<file path="config.mk">
export PLATFORM = sky130hd
export DESIGN_NAME = micro_sequencer
export DESIGN_NICKNAME = d
export VERILOG_FILES = /design/src/rtl/micro_pkg.sv /design/src/rtl/pc_unit.sv /design/src/rtl/micro_sequencer.sv
export SDC_FILE = /design/constraint.sdc
export NUM_CORES = 1
export LEC_CHECK = 0
export BUFFER_PORTS_ARGS = -buffer_cell sky130_fd_sc_hd__buf_2
export CAP_MARGIN = 25
export CELL_PAD_IN_SITES_DETAIL_PLACEMENT = 1
export CELL_PAD_IN_SITES_GLOBAL_PLACEMENT = 2
export CORE_AREA = 3 3 106 108
export CTS_CLUSTER_DIAMETER = 40
export DETAILED_ROUTE_END_ITERATION = 6
export DIE_AREA = 0 0 109 111
export PLACE_DENSITY = 0.81
export SYNTH_ARGS = -nofsm -noshare
export SYNTH_HDL_FRONTEND = slang
export SYNTH_HIERARCHICAL = 1
export SYNTH_SLANG_ARGS = --single-unit
</file>
<file path="constraint.sdc">
create_clock -name clk -period 4.4 [get_ports clk]
set_input_delay 0.44 -clock clk [delete_from_list [all_inputs] [get_ports clk]]
set_output_delay 0.44 -clock clk [all_outputs]
set_load 0.01 [all_outputs]
</file>
<file path="src/rtl/micro_pkg.sv">
// rtl/micro_pkg.sv - shared constants, microinstruction field map and FSM states
// Purpose: single source for the instruction/microinstruction layout used by
//          micro_sequencer and pc_unit.
// Ports:   none (package)
package micro_pkg;

  localparam int PC_W = 11;
  localparam int IW   = 22;
  localparam int MI_W = 33;

  localparam logic [IW-PC_W-1:0] JUMP_OP    = 11'b10000000000;
  localparam logic [MI_W-1:0]    MI_ILLEGAL = 33'd1;

  // Microinstruction field positions
  localparam int ALU_MSB   = 32;
  localparam int ALU_LSB   = 29;
  localparam int SH_MSB    = 28;
  localparam int SH_LSB    = 27;
  localparam int KMX       = 26;
  localparam int MR_BIT    = 25;
  localparam int MW_BIT    = 24;
  localparam int BUSB_MSB  = 23;
  localparam int BUSB_LSB  = 18;
  localparam int BUSC_MSB  = 17;
  localparam int BUSC_LSB  = 12;
  localparam int TWORD_MSB = 11;
  localparam int TWORD_LSB = 5;
  localparam int BUSA_MSB  = 4;
  localparam int BUSA_LSB  = 0;

  typedef enum logic [2:0] {
    IDLE     = 3'd0,
    FETCH    = 3'd1,
    DECODE   = 3'd2,
    EXEC     = 3'd3,
    MEM_WAIT = 3'd4,
    HALT     = 3'd5
  } state_t;

  function automatic logic is_jump(input logic [IW-1:0] instr);
    return instr[IW-1:PC_W] == JUMP_OP;
  endfunction

endpackage

</file>
<file path="src/rtl/pc_unit.sv">
// rtl/pc_unit.sv - program counter with load, increment and natural wrap
// Purpose: holds the fetch address; load has priority over increment.
// Ports:   clk, rst   - clock, async active-high reset
//          load, inc  - one-cycle update strobes
//          load_val   - jump target
//          pc         - current program counter
module pc_unit
  import micro_pkg::*;
(
  input  logic            clk,
  input  logic            rst,
  input  logic            load,
  input  logic            inc,
  input  logic [PC_W-1:0] load_val,
  output logic [PC_W-1:0] pc
);

  always_ff @(posedge clk or posedge rst) begin
    if (rst) begin
      pc <= '0;
    end else if (load) begin
      pc <= load_val;
    end else if (inc) begin
      // Wraps from all-ones to zero by width truncation
      pc <= pc + 1'b1;
    end
  end

endmodule

</file>
<file path="src/rtl/micro_sequencer.sv">
// rtl/micro_sequencer.sv - fetch/decode/execute controller for the microprogrammed datapath
// Purpose: fetches instructions, latches the ROM microinstruction into the MIR,
//          strobes execution, stalls on data memory ops, handles JUMP X and halts
//          on undecodable instructions.
// Ports:   clk, rst                         - clock, async active-high reset
//          run                              - level enable
//          imem_req/addr/ack/data           - instruction fetch handshake
//          rom_instr, rom_mi                - IR to ROM, ROM microinstruction back
//          mir, exec                        - registered microinstruction, execute strobe
//          dmem_req/we/ack                  - data memory handshake
//          pc, halted                       - program counter, sticky illegal flag
module micro_sequencer
  import micro_pkg::*;
(
  input  logic            clk,
  input  logic            rst,
  input  logic            run,
  output logic            imem_req,
  output logic [PC_W-1:0] imem_addr,
  input  logic            imem_ack,
  input  logic [IW-1:0]   imem_data,
  output logic [IW-1:0]   rom_instr,
  input  logic [MI_W-1:0] rom_mi,
  output logic [MI_W-1:0] mir,
  output logic            exec,
  output logic            dmem_req,
  output logic            dmem_we,
  input  logic            dmem_ack,
  output logic [PC_W-1:0] pc,
  output logic            halted
);

  state_t state, state_next;
  logic   pc_load, pc_inc;

  pc_unit u_pc_unit (
    .clk      (clk),
    .rst      (rst),
    .load     (pc_load),
    .inc      (pc_inc),
    .load_val (rom_instr[PC_W-1:0]),
    .pc       (pc)
  );

  assign imem_addr = pc;

  always_ff @(posedge clk or posedge rst) begin
    if (rst) begin
      state <= IDLE;
    end else begin
      state <= state_next;
    end
  end

  // Strobes are decoded from state only, so an async reset clears them at once.
  always_comb begin
    state_next = state;
    imem_req   = 1'b0;
    exec       = 1'b0;
    dmem_req   = 1'b0;
    dmem_we    = 1'b0;
    pc_load    = 1'b0;
    pc_inc     = 1'b0;
    case (state)
      IDLE: begin
        if (run) state_next = FETCH;
      end
      FETCH: begin
        imem_req = 1'b1;
        // Ack wins over a simultaneous run drop
        if (imem_ack) state_next = DECODE;
      end
      DECODE: begin
        state_next = (rom_mi == MI_ILLEGAL) ? HALT : EXEC;
      end
      EXEC: begin
        exec = 1'b1;
        if (is_jump(rom_instr)) pc_load = 1'b1;
        else                    pc_inc  = 1'b1;
        if (mir[MR_BIT] || mir[MW_BIT]) state_next = MEM_WAIT;
        else                            state_next = run ? FETCH : IDLE;
      end
      MEM_WAIT: begin
        dmem_req = 1'b1;
        // MR+MW together is treated as a write
        dmem_we  = mir[MW_BIT];
        if (dmem_ack) state_next = run ? FETCH : IDLE;
      end
      HALT: begin
        state_next = HALT;
      end
      default: begin
        state_next = IDLE;
      end
    endcase
  end

  always_ff @(posedge clk or posedge rst) begin
    if (rst) begin
      rom_instr <= '0;
      mir       <= '0;
      halted    <= 1'b0;
    end else begin
      if (state == FETCH && imem_ack) begin
        rom_instr <= imem_data;
      end
      if (state == DECODE) begin
        mir <= rom_mi;
        if (rom_mi == MI_ILLEGAL) halted <= 1'b1;
      end
    end
  end

endmodule

</file>
==> results.toml <==
[worst_setup_path]
path_cells = "nand2b_1, or2_2, nor2b_1, nand4_1, or4_1, a31oi_1"
critPathTopFamily = "simple AND/OR/NAND/NOR gates"
critical_path_arrival_ns = 2.81
crit_fanout = 10
startpoint_type = "flip-flop"
worstSetupStartpoint = "state[2]"
crit_required_ns = 4.66
criticalPathCategory = "flip-flop to flip-flop"
cp.buffers_inverters = 0
crit_slowest_cell = "nor2b_1"
cpPeakStageDelay_ns = 0.59
rr_startpoint = "state[2]"
cp-end-kind = "flip-flop"

[synth]
yosysMostFrequentCell = "dfrtp_1"
yosysTopAreaCellShare_pct = 53.6
async_reset_ff_share_pct = 100
syn_inst = 251
synth.avg_cell_area_um2 = 13.0
yosysWarnings = 6
ys_ff_latch = 70
seq_area_frac_synth_pct = 53.6
syn-cell-area_mm2 = 0.00327
yosysUniqueCellTypes = 45
synthFlopType = "dfrtp_1"
yosys.area.top_type = "dfrtp_1"
synth_adder_area_share_pct = 0.383
synthMuxAreaShare_pct = 21.8
synth_commonest_cells = "dfrtp_1 (70), mux2_2 (35), mux2_4 (20)"
synth_simple_gate_area_share_pct = 11.9
synth.top_cells.by_area = "dfrtp_1 (54%), mux2_2 (12%), mux2_4 (9.2%)"
synth_nets = 312
synth_top_family_by_area = "multiplexers"
synth-xor-area-share_pct = 1.07
synth_edf_count = 0
synth_compound_area_share_pct = 5.28

[clock_tree]
post_cts_buffers = 0
cts.sinks = 70
root_buffer = "clkbuf_8"
htreeDepth = 3
cts_made_buffers = 9
hold_buffers = 0
cts_resized = 0
clockBufferDepth = 2
clk_pin_slew_worst_paths_ns = 0.08
cts_tree = "yes"
insertion_delay_ns = 0.34

[finish]
nets = 447
final_core_util_pct = 40.4
antenna_cells = 0
area_growth_pct = 27.6
fillers = 1192
stdcell_area_mm2 = 0.00417
drive_gt1_share_pct = 57.0

[route]
drc = 0
via_per_inst = 4.78
drtIter0Drc = 54
drtAntennaViolNets = 0
via_count = 2517
wl_um = 8750
wl_per_cell_um = 16.6
first_pass_iters = 4

[global_routing]
grt_pass1_vias = 2655
overflow = 0
grt_max_degree = 46
grtUsageTotal_pct = 14.7
grt_pass1_wl_um = 13800
antenna_found_initial = 0

[run_status]
status = "finished clean"

[power_and_ir_drop]
clkPwrFrac_pct = 16.0
p_int_mw = 1.82
power.density_mw_per_mm2 = 691
seq_power_share_pct = 41.3
combinationalPowerShare_pct = 42.7
p_sw_mw = 1.06
switching_share_pct = 36.9
max-vdd-ir-drop_mv = 0.243
p_leak_nw = 2.00

[floorplan]
fp.dieH_um = 111
die_x_um = 109
design.die.area_mm2 = 0.0121
initial_core_util_pct = 31.7
ioPinCount = 142
fp-row-count = 37
core-area_mm2 = 0.0103

[sta]
finalSetupViolations = 0
fin_tns_setup_ns = 0
fin_crit_sh_pct = 58.0
fmax_mhz = 392
hold_viol = 0
fin_crit_ns = 2.55
worstMarginPinSlew_ns = 0.726
slew_headroom_pct = 51.5
rsz0062_at_grt = "false"
skew_ns = 0.0102
drv_slew = 0

[placed_design]
dpl.hpwl_um = 6680
place_congestion = 0.758
port_buffers = 141
dpl_cell_area_mm2 = 0.00401

[job]
drv_cap = 0

[min_path]
hold_path_class = "input pin to asynchronous set/reset pin"
==> cells in the final DEF (no fill, tap or decap), types with 3 or more instances in the layout <==
| cell | count |
|---|---|
| o31ai_1 | 5 |
| buf_2 | 141 |
| nand3_1 | 7 |
| nand2_1 | 10 |
| o21ai_0 | 6 |
| nand4_1 | 4 |
| nand2b_1 | 3 |
| or4_1 | 5 |
| dfrtp_1 | 70 |
| nor3_1 | 3 |
| inv_1 | 6 |
| a31oi_1 | 3 |
| mux2_2 | 35 |
| clkinv_2 | 3 |
| nor2_1 | 11 |
| buf_4 | 3 |
| xor2_1 | 3 |
| mux2_4 | 20 |
| nor4_1 | 8 |
| clkbuf_8 | 10 |
==> stage by stage <==
step	setup WS [ns]	std cells	total power, mW	hold slack [ns]
floorplan	2.40	251	2.00	0.292
global placement	1.92	511	2.41	0.420
detailed placement	1.84	511	2.46	0.425
CTS	1.81	527	2.93	0.0369
global route	1.63	527	3.10	0.0476
finish	1.85	527	2.88	0.0496
==> layout make-up <==
cell class              count  area [µm²]  area share [%]
clock inverters             4        22.5           0.540
inverters                   8        30.0           0.720
multi-input cells         153        1330            31.8
well taps                 136         170            4.08
flip-flops and latches     70        1750            42.0
clock buffers              12         145            3.48
repair buffers            144         728            17.5
==> worst paths after layout <==
path	endpoint	slack, ns	cells past startpoint
worst max-delay path	u_pc_unit/pc[9]	1.85	6
min in group clk	rom_instr[11]	0.32	2
max in group asynchronous	mir[22]	3.43	3
worst min-delay path	rom_instr[9]	0.05	2
worst max register to register	u_pc_unit/pc[9]	1.85	6
worst min register to register	halted	0.51	1
==> registers in the layout (all words and copies together) (netlist names) <==
| name | count |
|---|---|
| u_pc_unit/pc | 11 |
| halted | 1 |
| rom_instr | 22 |
| state | 3 |
| mir | 33 |
==> metal layers <==
| metal | global-route usage [%] | routed length, µm | share of wire (%) | vias up |
|---|---|---|---|---|
| met5 | 0 | 0 | 0 | - |
| met4 | 4.04 | 76 | 0.87 | 0 |
| met3 | 5.42 | 749 | 8.6 | 6 |
| met2 | 23.5 | 4160 | 48 | 96 |
| met1 | 18.6 | 3760 | 43 | 1249 |
| li1 | - | - | - | 1166 |
==> power groups by stage <==
stage               sequential, mW  combinational [mW]  clock [mW]
floorplan                     1.30               0.702           0
global placement              1.18                1.23           0
detailed placement            1.20                1.26           0
CTS                           1.20                1.26       0.480
global route                  1.24                1.34       0.515
finish                        1.19                1.23       0.461
==> kinds of logic after synthesis <==
kind of cell / count (synthesis)
flip-flops: 70
AND/OR/NAND/NOR: 66
multiplexers: 57
buffers and inverters: 28
AO/OA/AOI/OAI: 25
XOR/XNOR: 4
adder cells (fa/ha/maj): 1
No activity file was read; power rests on OpenSTA's default activity.
